==> config.mk <==
export PLATFORM = sky130hd
export DESIGN_NAME = mmio_auto_cpl_gen_flat
export DESIGN_NICKNAME = d
export VERILOG_FILES = /design/src/rtl/mmio_auto_cpl_gen_pkg.sv /design/src/rtl/mmio_auto_cpl_gen_if.sv /design/src/rtl/mmio_auto_cpl_gen_axis_skid_reg.sv /design/src/rtl/mmio_auto_cpl_gen.sv /design/src/flat_wrapper.sv
export SDC_FILE = /design/constraint.sdc
export NUM_CORES = 1
export LEC_CHECK = 0
export CORE_AREA = 2 2 448 450
export CTS_BUF_LIST = sky130_fd_sc_hd__clkbuf_16
export DETAILED_ROUTE_END_ITERATION = 6
export DIE_AREA = 0 0 450 452
export SETUP_SLACK_MARGIN = 0.3
export SLEW_MARGIN = 20
export SYNTH_ARGS = -nofsm -noshare
export SYNTH_HDL_FRONTEND = slang
export SYNTH_HIERARCHICAL = 1
export SYNTH_SLANG_ARGS = --single-unit
==> constraint.sdc <==
create_clock -name clk -period 1.93 [get_ports clk]
set_clock_uncertainty 0.05 [all_clocks]
set_input_delay 0.2895 -clock clk [delete_from_list [all_inputs] [get_ports clk]]
set_output_delay 0.2895 -clock clk [all_outputs]
set_load 0.02 [all_outputs]
==> src/rtl/mmio_auto_cpl_gen_pkg.sv <==
// Shared types and helpers for the TX-path MMIO auto-completion generator.
// Covers the timeout info record, TLP fmt/type constants and the synthetic CplD builder.
package mmio_auto_cpl_gen_pkg;

   localparam int PCIE_TLP_TAG_WIDTH = 10;
   localparam int AUTO_CPLD_W        = 320;

   localparam logic [2:0] CPLD_FMT = 3'b010;
   localparam logic [2:0] CPL_FMT  = 3'b000;
   localparam logic [4:0] CPL_TYPE = 5'b01010;

   typedef struct packed {
      logic [PCIE_TLP_TAG_WIDTH-1:0] tag;
      logic [9:0]                    dw0_len;
      logic [15:0]                   req_id;
      logic [63:0]                   addr;
   } t_mmio_timeout_hdr_info;

   typedef enum logic [1:0] {
      ST_PASS,
      ST_WAIT_EOP,
      ST_INJECT,
      ST_ACK_GAP
   } t_acg_state;

   function automatic logic f_is_cpl(input logic [31:0] dw0);
      return ((dw0[31:29] == CPL_FMT) || (dw0[31:29] == CPLD_FMT)) && (dw0[28:24] == CPL_TYPE);
   endfunction

   function automatic logic [AUTO_CPLD_W-1:0] f_build_auto_cpld(
      input t_mmio_timeout_hdr_info info,
      input logic [15:0]            cid,
      input logic [2:0]             status
   );
      logic [AUTO_CPLD_W-1:0] beat;
      beat          = '0;
      beat[31:29]   = CPLD_FMT;
      beat[28:24]   = CPL_TYPE;
      beat[9:0]     = info.dw0_len;
      beat[63:48]   = cid;
      beat[47:45]   = status;
      beat[44]      = 1'b0;
      beat[43:32]   = {info.dw0_len, 2'b00};
      beat[95:80]   = info.req_id;
      beat[79:72]   = info.tag[7:0];
      beat[71]      = 1'b0;
      beat[70:64]   = {info.addr[6:2], 2'b00};
      // A length of 0 encodes 1024 DW, so the first payload DW is always covered
      beat[287:256] = '1;
      if (info.dw0_len != 10'd1) beat[319:288] = '1;
      return beat;
   endfunction

endpackage

==> src/rtl/mmio_auto_cpl_gen_if.sv <==
// AXI-Stream bundle used for both the AFU input and the PCIe SS output of the generator.
interface mmio_auto_cpl_gen_if #(parameter int TDATA_WIDTH = 512);
   logic                   tvalid;
   logic                   tready;
   logic                   tlast;
   logic [TDATA_WIDTH-1:0] tdata;

   modport master (output tvalid, output tlast, output tdata, input tready);
   modport slave  (input tvalid, input tlast, input tdata, output tready);
endinterface

==> src/rtl/mmio_auto_cpl_gen_axis_skid_reg.sv <==
// One-deep registered AXI-S slice: 1-cycle latency, full throughput while the sink is ready.
module axis_skid_reg #(
   parameter int W = 512
) (
   input  logic         clk,
   input  logic         rst_n,
   input  logic         s_valid,
   input  logic         s_last,
   input  logic [W-1:0] s_data,
   output logic         s_ready,
   output logic         m_valid,
   output logic         m_last,
   output logic [W-1:0] m_data,
   input  logic         m_ready
);
   logic         valid_q, valid_d;
   logic         last_q, last_d;
   logic [W-1:0] data_q, data_d;

   always_comb begin
      s_ready = !valid_q || m_ready;
      valid_d = valid_q;
      last_d  = last_q;
      data_d  = data_q;
      if (s_ready) begin
         valid_d = s_valid;
         if (s_valid) begin
            last_d = s_last;
            data_d = s_data;
         end
      end
   end

   always_ff @(posedge clk) begin
      if (!rst_n) begin
         valid_q <= 1'b0;
         last_q  <= 1'b0;
         data_q  <= '0;
      end else begin
         valid_q <= valid_d;
         last_q  <= last_d;
         data_q  <= data_d;
      end
   end

   assign m_valid = valid_q;
   assign m_last  = last_q;
   assign m_data  = data_q;
endmodule

==> src/rtl/mmio_auto_cpl_gen.sv <==
// Forwards AFU TX packets to the host and splices a synthetic all-ones CplD in at a packet
// boundary for each MMIO read that mmio_handler gives up on; drops AFU packets while blocked.
module mmio_auto_cpl_gen
   import mmio_auto_cpl_gen_pkg::*;
#(
   parameter int         TDATA_WIDTH = 512,
   parameter logic [2:0] CPL_STATUS  = 3'b000
) (
   input  logic                          clk,
   input  logic                          rst_n,
   input  logic [15:0]                   i_completer_id,
   input  logic                          i_blocking_traffic,
   input  logic                          i_next_pending_mmio_rdy,
   input  t_mmio_timeout_hdr_info        i_mmio_timeout_info,
   output logic                          o_mmio_rd_rsp_ack,
   mmio_auto_cpl_gen_if.slave            afu_if,
   mmio_auto_cpl_gen_if.master           tx_if,
   output logic                          o_fwd_cpl_sop,
   output logic [PCIE_TLP_TAG_WIDTH-1:0] o_fwd_cpl_tag
);
   t_acg_state                    state_q, state_d;
   t_mmio_timeout_hdr_info        info_q, info_d;
   logic                          in_pkt_q, in_pkt_d;
   logic                          drop_pkt_q, drop_pkt_d;
   logic                          inj_sent_q, inj_sent_d;
   logic                          ack_q, ack_d;
   logic                          fwd_sop_q, fwd_sop_d;
   logic [PCIE_TLP_TAG_WIDTH-1:0] fwd_tag_q, fwd_tag_d;

   logic                   sk_valid, sk_last, sk_ready;
   logic [TDATA_WIDTH-1:0] sk_data, cpld_beat;
   logic                   fwd_en, afu_sop, drop_now, afu_tready, afu_hs;

   always_comb begin
      cpld_beat = '0;
      cpld_beat[AUTO_CPLD_W-1:0] = f_build_auto_cpld(info_q, i_completer_id, CPL_STATUS);
   end

   always_comb begin
      afu_sop    = !in_pkt_q;
      // Drop decision is latched at SOP so blocking never truncates a packet in flight
      drop_now   = afu_sop ? i_blocking_traffic : drop_pkt_q;
      state_d    = state_q;
      info_d     = info_q;
      inj_sent_d = inj_sent_q;
      ack_d      = 1'b0;
      fwd_en     = 1'b0;
      sk_valid   = 1'b0;
      sk_last    = 1'b0;
      sk_data    = afu_if.tdata;

      case (state_q)
         ST_PASS: begin
            if (!in_pkt_q && i_next_pending_mmio_rdy) begin
               info_d  = i_mmio_timeout_info;
               state_d = ST_INJECT;
            end else begin
               fwd_en = 1'b1;
               if (in_pkt_q && i_next_pending_mmio_rdy) state_d = ST_WAIT_EOP;
            end
         end
         ST_WAIT_EOP: fwd_en = 1'b1;
         ST_INJECT: begin
            sk_valid = !inj_sent_q;
            sk_last  = 1'b1;
            sk_data  = cpld_beat;
            if (!inj_sent_q && sk_ready) inj_sent_d = 1'b1;
            // Once loaded, the slice holds only the CplD, so its output handshake is the ack point
            if (inj_sent_q && tx_if.tvalid && tx_if.tready) begin
               ack_d      = 1'b1;
               inj_sent_d = 1'b0;
               state_d    = ST_ACK_GAP;
            end
         end
         ST_ACK_GAP: state_d = ST_PASS;
         default:    state_d = ST_PASS;
      endcase

      afu_tready = fwd_en && (drop_now || sk_ready);
      afu_hs     = afu_if.tvalid && afu_tready;
      if (fwd_en) begin
         sk_valid = afu_if.tvalid && !drop_now;
         sk_last  = afu_if.tlast;
      end

      if (afu_hs && afu_if.tlast &&
          ((state_q == ST_WAIT_EOP) || ((state_q == ST_PASS) && in_pkt_q && i_next_pending_mmio_rdy))) begin
         info_d  = i_mmio_timeout_info;
         state_d = ST_INJECT;
      end

      in_pkt_d   = afu_hs ? !afu_if.tlast : in_pkt_q;
      drop_pkt_d = afu_hs ? (drop_now && !afu_if.tlast) : drop_pkt_q;

      fwd_sop_d = afu_hs && afu_sop && !drop_now && f_is_cpl(afu_if.tdata[31:0]);
      fwd_tag_d = fwd_tag_q;
      if (fwd_sop_d) begin
         fwd_tag_d      = '0;
         fwd_tag_d[7:0] = afu_if.tdata[79:72];
      end
   end

   always_ff @(posedge clk) begin
      if (!rst_n) begin
         state_q    <= ST_PASS;
         info_q     <= '0;
         in_pkt_q   <= 1'b0;
         drop_pkt_q <= 1'b0;
         inj_sent_q <= 1'b0;
         ack_q      <= 1'b0;
         fwd_sop_q  <= 1'b0;
         fwd_tag_q  <= '0;
      end else begin
         state_q    <= state_d;
         info_q     <= info_d;
         in_pkt_q   <= in_pkt_d;
         drop_pkt_q <= drop_pkt_d;
         inj_sent_q <= inj_sent_d;
         ack_q      <= ack_d;
         fwd_sop_q  <= fwd_sop_d;
         fwd_tag_q  <= fwd_tag_d;
      end
   end

   axis_skid_reg #(.W(TDATA_WIDTH)) u_out_skid (
      .clk     (clk),
      .rst_n   (rst_n),
      .s_valid (sk_valid),
      .s_last  (sk_last),
      .s_data  (sk_data),
      .s_ready (sk_ready),
      .m_valid (tx_if.tvalid),
      .m_last  (tx_if.tlast),
      .m_data  (tx_if.tdata),
      .m_ready (tx_if.tready)
   );

   assign afu_if.tready     = afu_tready && rst_n;
   assign o_mmio_rd_rsp_ack = ack_q;
   assign o_fwd_cpl_sop     = fwd_sop_q;
   assign o_fwd_cpl_tag     = fwd_tag_q;
endmodule

==> src/flat_wrapper.sv <==
// flat-port wrapper written by rule: the top's interface ports become plain ports
module mmio_auto_cpl_gen_flat import mmio_auto_cpl_gen_pkg::*;
#(
   parameter int         TDATA_WIDTH = 512,
   parameter logic [2:0] CPL_STATUS  = 3'b000
)
  (clk, rst_n, i_completer_id, i_blocking_traffic, i_next_pending_mmio_rdy, i_mmio_timeout_info, o_mmio_rd_rsp_ack, o_fwd_cpl_sop, o_fwd_cpl_tag, afu_if_tvalid, afu_if_tlast, afu_if_tdata, afu_if_tready, tx_if_tvalid, tx_if_tlast, tx_if_tdata, tx_if_tready);
  mmio_auto_cpl_gen_if #(.TDATA_WIDTH(TDATA_WIDTH)) afu_if_i ();
  mmio_auto_cpl_gen_if #(.TDATA_WIDTH(TDATA_WIDTH)) tx_if_i ();
  input  logic clk;
  input  logic rst_n;
  input  logic [15:0] i_completer_id;
  input  logic i_blocking_traffic;
  input  logic i_next_pending_mmio_rdy;
  input  t_mmio_timeout_hdr_info i_mmio_timeout_info;
  output logic o_mmio_rd_rsp_ack;
  output logic o_fwd_cpl_sop;
  output logic [PCIE_TLP_TAG_WIDTH-1:0] o_fwd_cpl_tag;
  input wire logic [$bits(afu_if_i.tvalid)-1:0] afu_if_tvalid;
  input wire logic [$bits(afu_if_i.tlast)-1:0] afu_if_tlast;
  input wire logic [$bits(afu_if_i.tdata)-1:0] afu_if_tdata;
  output wire logic [$bits(afu_if_i.tready)-1:0] afu_if_tready;
  output wire logic [$bits(tx_if_i.tvalid)-1:0] tx_if_tvalid;
  output wire logic [$bits(tx_if_i.tlast)-1:0] tx_if_tlast;
  output wire logic [$bits(tx_if_i.tdata)-1:0] tx_if_tdata;
  input wire logic [$bits(tx_if_i.tready)-1:0] tx_if_tready;
  assign afu_if_i.tvalid = afu_if_tvalid;
  assign afu_if_i.tlast = afu_if_tlast;
  assign afu_if_i.tdata = afu_if_tdata;
  assign afu_if_tready = afu_if_i.tready;
  assign tx_if_tvalid = tx_if_i.tvalid;
  assign tx_if_tlast = tx_if_i.tlast;
  assign tx_if_tdata = tx_if_i.tdata;
  assign tx_if_i.tready = tx_if_tready;
  mmio_auto_cpl_gen #(.TDATA_WIDTH(TDATA_WIDTH), .CPL_STATUS(CPL_STATUS)) u_core (.clk(clk), .rst_n(rst_n), .i_completer_id(i_completer_id), .i_blocking_traffic(i_blocking_traffic), .i_next_pending_mmio_rdy(i_next_pending_mmio_rdy), .i_mmio_timeout_info(i_mmio_timeout_info), .o_mmio_rd_rsp_ack(o_mmio_rd_rsp_ack), .afu_if(afu_if_i), .tx_if(tx_if_i), .o_fwd_cpl_sop(o_fwd_cpl_sop), .o_fwd_cpl_tag(o_fwd_cpl_tag));
endmodule
==> Yosys cells after proc, flatten, opt, wreduce, memory -nomap -nowiden <==
Cells that the tools add are included.
{ "totals": {"ff_bits": 570, "wordCells": 87, "out_inout_bits": 527} }
{ "op_classes": {"n_reduce_logical": 41, "mux": 20, "bitwise_logic": 1, "n_eq_ne": 10} }
{ "op_table": {"columns": ["operator", "count"], "rows": [
  ["$mux W512", 1],
  ["$mux W98", 3],
  ["$mux W32", 1],
  ["$logic_and A1 B1 Y1", 18],
  ["$ne A10 B1 Y1 const B", 1],
  ["$mux W1", 9],
  ["$mux W2", 4],
  ["$reduce_and A2 Y1", 4],
  ["$ne A3 B1 Y1 const B", 2],
  ["$pmux W2 S3", 1],
  ["$reduce_and A3 Y1", 2],
  ["$reduce_bool A2 Y1", 3],
  ["$eq A5 B4 Y1 const B", 1],
  ["$logic_not A1 Y1", 5],
  ["$eq A2 B2 Y1 const B", 2],
  ["$logic_or A1 B1 Y1", 4],
  ["$ne A4 B2 Y1 const B", 1],
  ["$reduce_bool A4 Y1", 1],
  ["$eq A3 B2 Y1 const B", 1],
  ["$logic_not A3 Y1", 1],
  ["$reduce_bool A3 Y1", 1],
  ["$eq A2 B1 Y1 const B", 1],
  ["$logic_not A2 Y1", 1],
  ["$ne A2 B1 Y1 const B", 1],
  ["3 further kinds", 3]
]} }

==> Logic depth before layout (Yosys ltp) <==
{ "depth": {"ltp_word": 10, "mapped_depth": 11} }

==> By module <==
Netlist, hierarchy kept.
{ "modules_own_cells": {"columns": ["mod", "n_inst", "cells_each", "seq_area_each_um2", "area_per_inst_um2"], "rows": [
  ["axis_skid_reg", 1, 2228, 10289.9, 20380.8],
  ["mmio_auto_cpl_gen", 1, 895, 1081.0, 6242.2]
]} }

==> Least setup slack after synthesis <==
OpenSTA, ideal clock, no wires.
{ "synth_path": {"kind": "reg-to-reg", "start": "register u_core.state_q[0]", "end": "register u_core.u_out_skid.data_q[2], in the netlist u_core/u_out_skid/m_data[2]", "required_time_ns": 1.808, "stages_incl_launch_ff": 11, "slack_ns": -0.163, "arrival_time_ns": 1.972, "synth_period_minus_slack_ns": 2.093, "path_cell_list": "dfxtp_1 -> inv_1 -> ha_1 -> clkbuf_1 -> clkbuf_1 -> clkbuf_1 -> clkbuf_1 -> nand2_1 -> o21ai_0 -> nand2_1 -> mux2i_1"} }
{ "synth_lines": {"columns": ["item", "line_no", "rtl"], "rows": [
  ["start, declared", "mmio_auto_cpl_gen.sv:21", "t_acg_state state_q, state_d;"],
  ["start signal, assigned", "mmio_auto_cpl_gen.sv:114", "state_q <= state_d;"],
  ["$eq A2 B2 Y1", "mmio_auto_cpl_gen.sv:52", "case (state_q)"],
  ["$mux W512", "mmio_auto_cpl_gen.sv:52", null],
  ["net u_core.sk_data[2]", "mmio_auto_cpl_gen.sv:31", "logic [TDATA_WIDTH-1:0] sk_data, cpld_beat;"],
  ["end signal, assigned", "mmio_auto_cpl_gen_axis_skid_reg.sv:42", "data_q <= data_d;"],
  ["end, declared", "mmio_auto_cpl_gen_axis_skid_reg.sv:18", "logic [W-1:0] data_q, data_d;"]
]} }
The timed path passes the listed nets, and every way through them passes these cells.
A chain may end at the register's enable or synchronous reset.

==> Worst setup path in the final report <==
{ "layout_path": {"start": "register u_core.state_q[0]", "end": "register u_core.u_out_skid.data_q[108], in the netlist u_core/u_out_skid/m_data[108]"} }
{ "layout_between": {"elab_chain_len": 4} }
{ "layout_rtl": {"columns": ["item", "line_no", "rtl"], "rows": [
  ["$eq A2 B1 Y1, or another cell as far along", "mmio_auto_cpl_gen.sv:52", null],
  ["$pmux W1 S2 or $mux W1 (tied branches)", "mmio_auto_cpl_gen.sv:52", null],
  ["$mux W1 (*)", "mmio_auto_cpl_gen.sv:81", "if (fwd_en) begin"],
  ["net u_core.sk_valid", "mmio_auto_cpl_gen.sv:30", "logic sk_valid, sk_last, sk_ready;"],
  ["$reduce_and A2 Y1 (no line) (*)", null, null]
]} }
Mark *: on every way through the listed nets, which the timed path passes. The rest lies on a longest branch.

==> qor.csv <==
metric;value;unit
status;finished with violations;
violations;negative setup slack;
power_frac_seq;24.4;%
place_ws;-0.653;ns
place.gp.congestion;0.963;
synth.distinct_cells;41;
synth_xor_area_share;0;%
dp_hpwl;116;mm
power.total;76.4;mW
synth_fa_ha_area_share;0.235;%
vdd_drop_max;0.000893;V
io_buffers;1098;
grt_pass1_vias;25100;
via_count;25800;
syn_inst;3123;
critPathArrivalTime;2.87;ns
power_frac_clock;18.7;%
p_switching;31.3;mW
period_needed;2.31;ns
drt_first_iter_violations;1923;
hold_viol;0;
die_w;450;um
final_cell_mix;1115 x nand2_1, 572 x clkdlybuf4s50_1, 553 x mux2i_1, 417 x dfxtp_1, 386 x nor2b_1;
numClockSinks;568;
routed_wl;152;mm
core;0.199;mm^2
leakage;18.7;nW
r2r_cells;13;
synth_top_family_by_area;simple AND/OR/NAND/NOR gates;
firstDrtPassIters;7;
start_util;13.4;%
grt_max_degree;97;
gr-total-overflow;0;
cts.path.max_buffers;3;
drt-vias-per-instance;3.64;
power_density;1660;mW/mm^2
swShare;40.9;%
slowest_stage;dfxtp_4;
yosys_warnings;6;
num_rows;164;
wire_per_inst;21.4;um
cp_num_cells;13;
drtAntennaViolNets;0;
maxCapViolCount;0;
min_period_over_period;120;%
synth_top_cell_area_share;42.7;%
worstPathRequired;2.49;ns
cp_max_fo;8;
pin_count;1162;
drc_errors;0;
numCtsBuffers;75;
critPathBufInv;7;
fin_util;23.1;%
synth-compound-area-share;1.52;%
cp_slowest_stage_delay;0.38;ns
cts_root_buf;clkbuf_16;
clk_latency;0.69;ns
min_path_type;input port to flop;
avgSynthCellArea;8.52;um^2
syn_area;0.0266;mm^2
p_int;45.2;mW
final_common_cell;nand2_1;
synth_seq_area_share;42.7;%
antenna_found_initial;45;
nets;4994;
tritoncts;done;
slew_headroom;45.2;%
crit_type;flop to flop;
synth.mux.area_fraction;23.0;%
grt_pass1_wl;195;mm
yosys.area_share.simple;26.4;%
rsz0062_at_grt;true;
crit_family;buffers and inverters;
critical_path.endpoint_type;flop;
dp.cells;6804;
worstSetupStartpointType;flop;
clk_pin_slew;0.06;ns
fmax;0.433;GHz
comb_power_share;56.9;%
yosys-top-cells-area;dfxtp_1 43%, mux2i_1 21%, nand2_1 16%, nor2b_1 9.2%, buf_6 2.3%;
ys_ff_latch;568;
synth_largest_area_cell;dfxtp_1;
holdPathStages;4;
finalSetupViolCount;564;
path_cells;inv_4, ha_4, a31oi_4, buf_6, nand3b_1, o21ai_4, and2_4, buf_6, buf_12, buf_16, buf_12, clkbuf_16, mux2i_1;
slew_violations;0;
dieArea;0.203;mm^2
htree_levels;3;
tightest_slew;0.820;ns
fin_ws;-0.379;ns
grt.total_usage;13.6;%
drive_gt1_share;27.4;%
syn_to_final_growth;72.6;%
instances_no_fill;7084;
die_h;452;um
## power by group through the flow
stage | registers [mW] | clock network [mW] | logic (mW)
3_5_place_dp | 18.2 | 0 | 36.0
6_report | 18.7 | 14.3 | 43.5
2_1_floorplan | 22.1 | 0 | 15.2
4_1_cts | 18.4 | 14.9 | 40.1
3_3_place_gp | 18.1 | 0 | 35.7
5_1_grt | 19.1 | 15.3 | 46.0
## cell usage after synthesis, drive strengths merged
| library cell | number |
|---|---|
| nand3 | 1 |
| o21ai | 56 |
| or4 | 1 |
| inv | 59 |
| nor3b | 2 |
| and3b | 1 |
| o211a | 1 |
| or2 | 35 |
| or4b | 1 |
| nand3b | 1 |
| nand2b | 2 |
| clkbuf | 163 |
| dfxtp | 568 |
| a32o | 1 |
| nor4bb | 2 |
| buf | 87 |
| ha | 5 |
| o41ai | 1 |
| o31ai | 1 |
| o32ai | 1 |
| and3 | 3 |
| a31oi | 1 |
| a21boi | 2 |
| nor3 | 2 |
| nand4 | 2 |
| a32oi | 1 |
| and2 | 2 |
| o22ai | 1 |
| a21oi | 1 |
| conb | 1 |
| nor2b | 390 |
| mux2 | 46 |
| mux2i | 561 |
| nor2 | 3 |
| nand2 | 1117 |
| a31o | 1 |
## timing repair
item,in CTS,in global routing
resized for setup,645,1428
endpoints found under the hold margin,7,0
pin swaps,5,13
setup buffers,37,41
hold buffers,2,0
setup endpoints to repair,1088,1022
cloned,17,32
## final cells by class
type / count / area [um^2]
antenna: 15 / 37.5
clock buffer: 75 / 1880
clock inverter: 61 / 581
fill: 21700 / 153000
inverter: 59 / 231
multi-input combinational: 2247 / 13900
sequential: 568 / 11600
tap: 2656 / 3320
timing repair buffer: 1403 / 14400
## worst paths after layout
path                                  from                             to  slack [ns]
max                      u_core/state_q[0]  u_core/u_out_skid/m_data[108]       -0.38
min reg2reg  u_core/u_out_skid/m_data[356]  u_core/u_out_skid/m_data[356]        0.40
max reg2reg              u_core/state_q[0]  u_core/u_out_skid/m_data[108]       -0.38
min                                  rst_n   u_core/u_out_skid/m_data[30]         0.1
## cells by family (layout without fill, tap and decap cells)
group           count (synthesis)  in the layout
compound gates                 68             68
fa+ha+maj                       5              5
buf+inv                       309           1598
flops                         568            568
mux                           607            607
other cells                     1             17
simple gates                 1565           1565
## sequential cells by signal, indices dropped and copies added, names as in the netlist, 2 cells and up
| name | flops |
|---|---|
| u_core/u_out_skid/m_data | 512 |
| u_core/cpld_beat | 39 |
| u_core/o_fwd_cpl_tag | 8 |
| u_core/state_q | 2 |
## through the flow
stage / area, um^2 / hold WS (ns) / setup TNS [ns]
2_1_floorplan: 26700 / 0.378 / 0
3_3_place_gp: 41500 / 0.391 / -281.15
3_5_place_dp: 41500 / 0.396 / -266.15
4_1_cts: 45300 / 0.0000619 / -196.58
5_1_grt: 46000 / 0.0475 / -203.04
6_report: 46000 / 0.0958 / -158.55
## routing by layer
| layer | vias up | global-route usage (%) | wire (um) | part of all wire, % |
|---|---|---|---|---|
| met5 | - | 0 | 78 | 0.051 |
| met4 | 12 | 5.96 | 5820 | 3.8 |
| met3 | 226 | 5.87 | 16000 | 11 |
| met2 | 928 | 21.9 | 71200 | 47 |
| met1 | 12200 | 15.5 | 58400 | 39 |
| li1 | 12400 | - | - | - |
## worst reg2reg max path, delay by kind of cell, from the launching register on
family                   cells  cell delay [ns]
buffers and inverters        7             0.87
adder cells (fa/ha/maj)      1             0.16
flip-flops                   1             0.38
AO/OA/AOI/OAI                2             0.28
multiplexers                 1             0.18
AND/OR/NAND/NOR              2             0.32
Power figures use the tool's default switching activity.
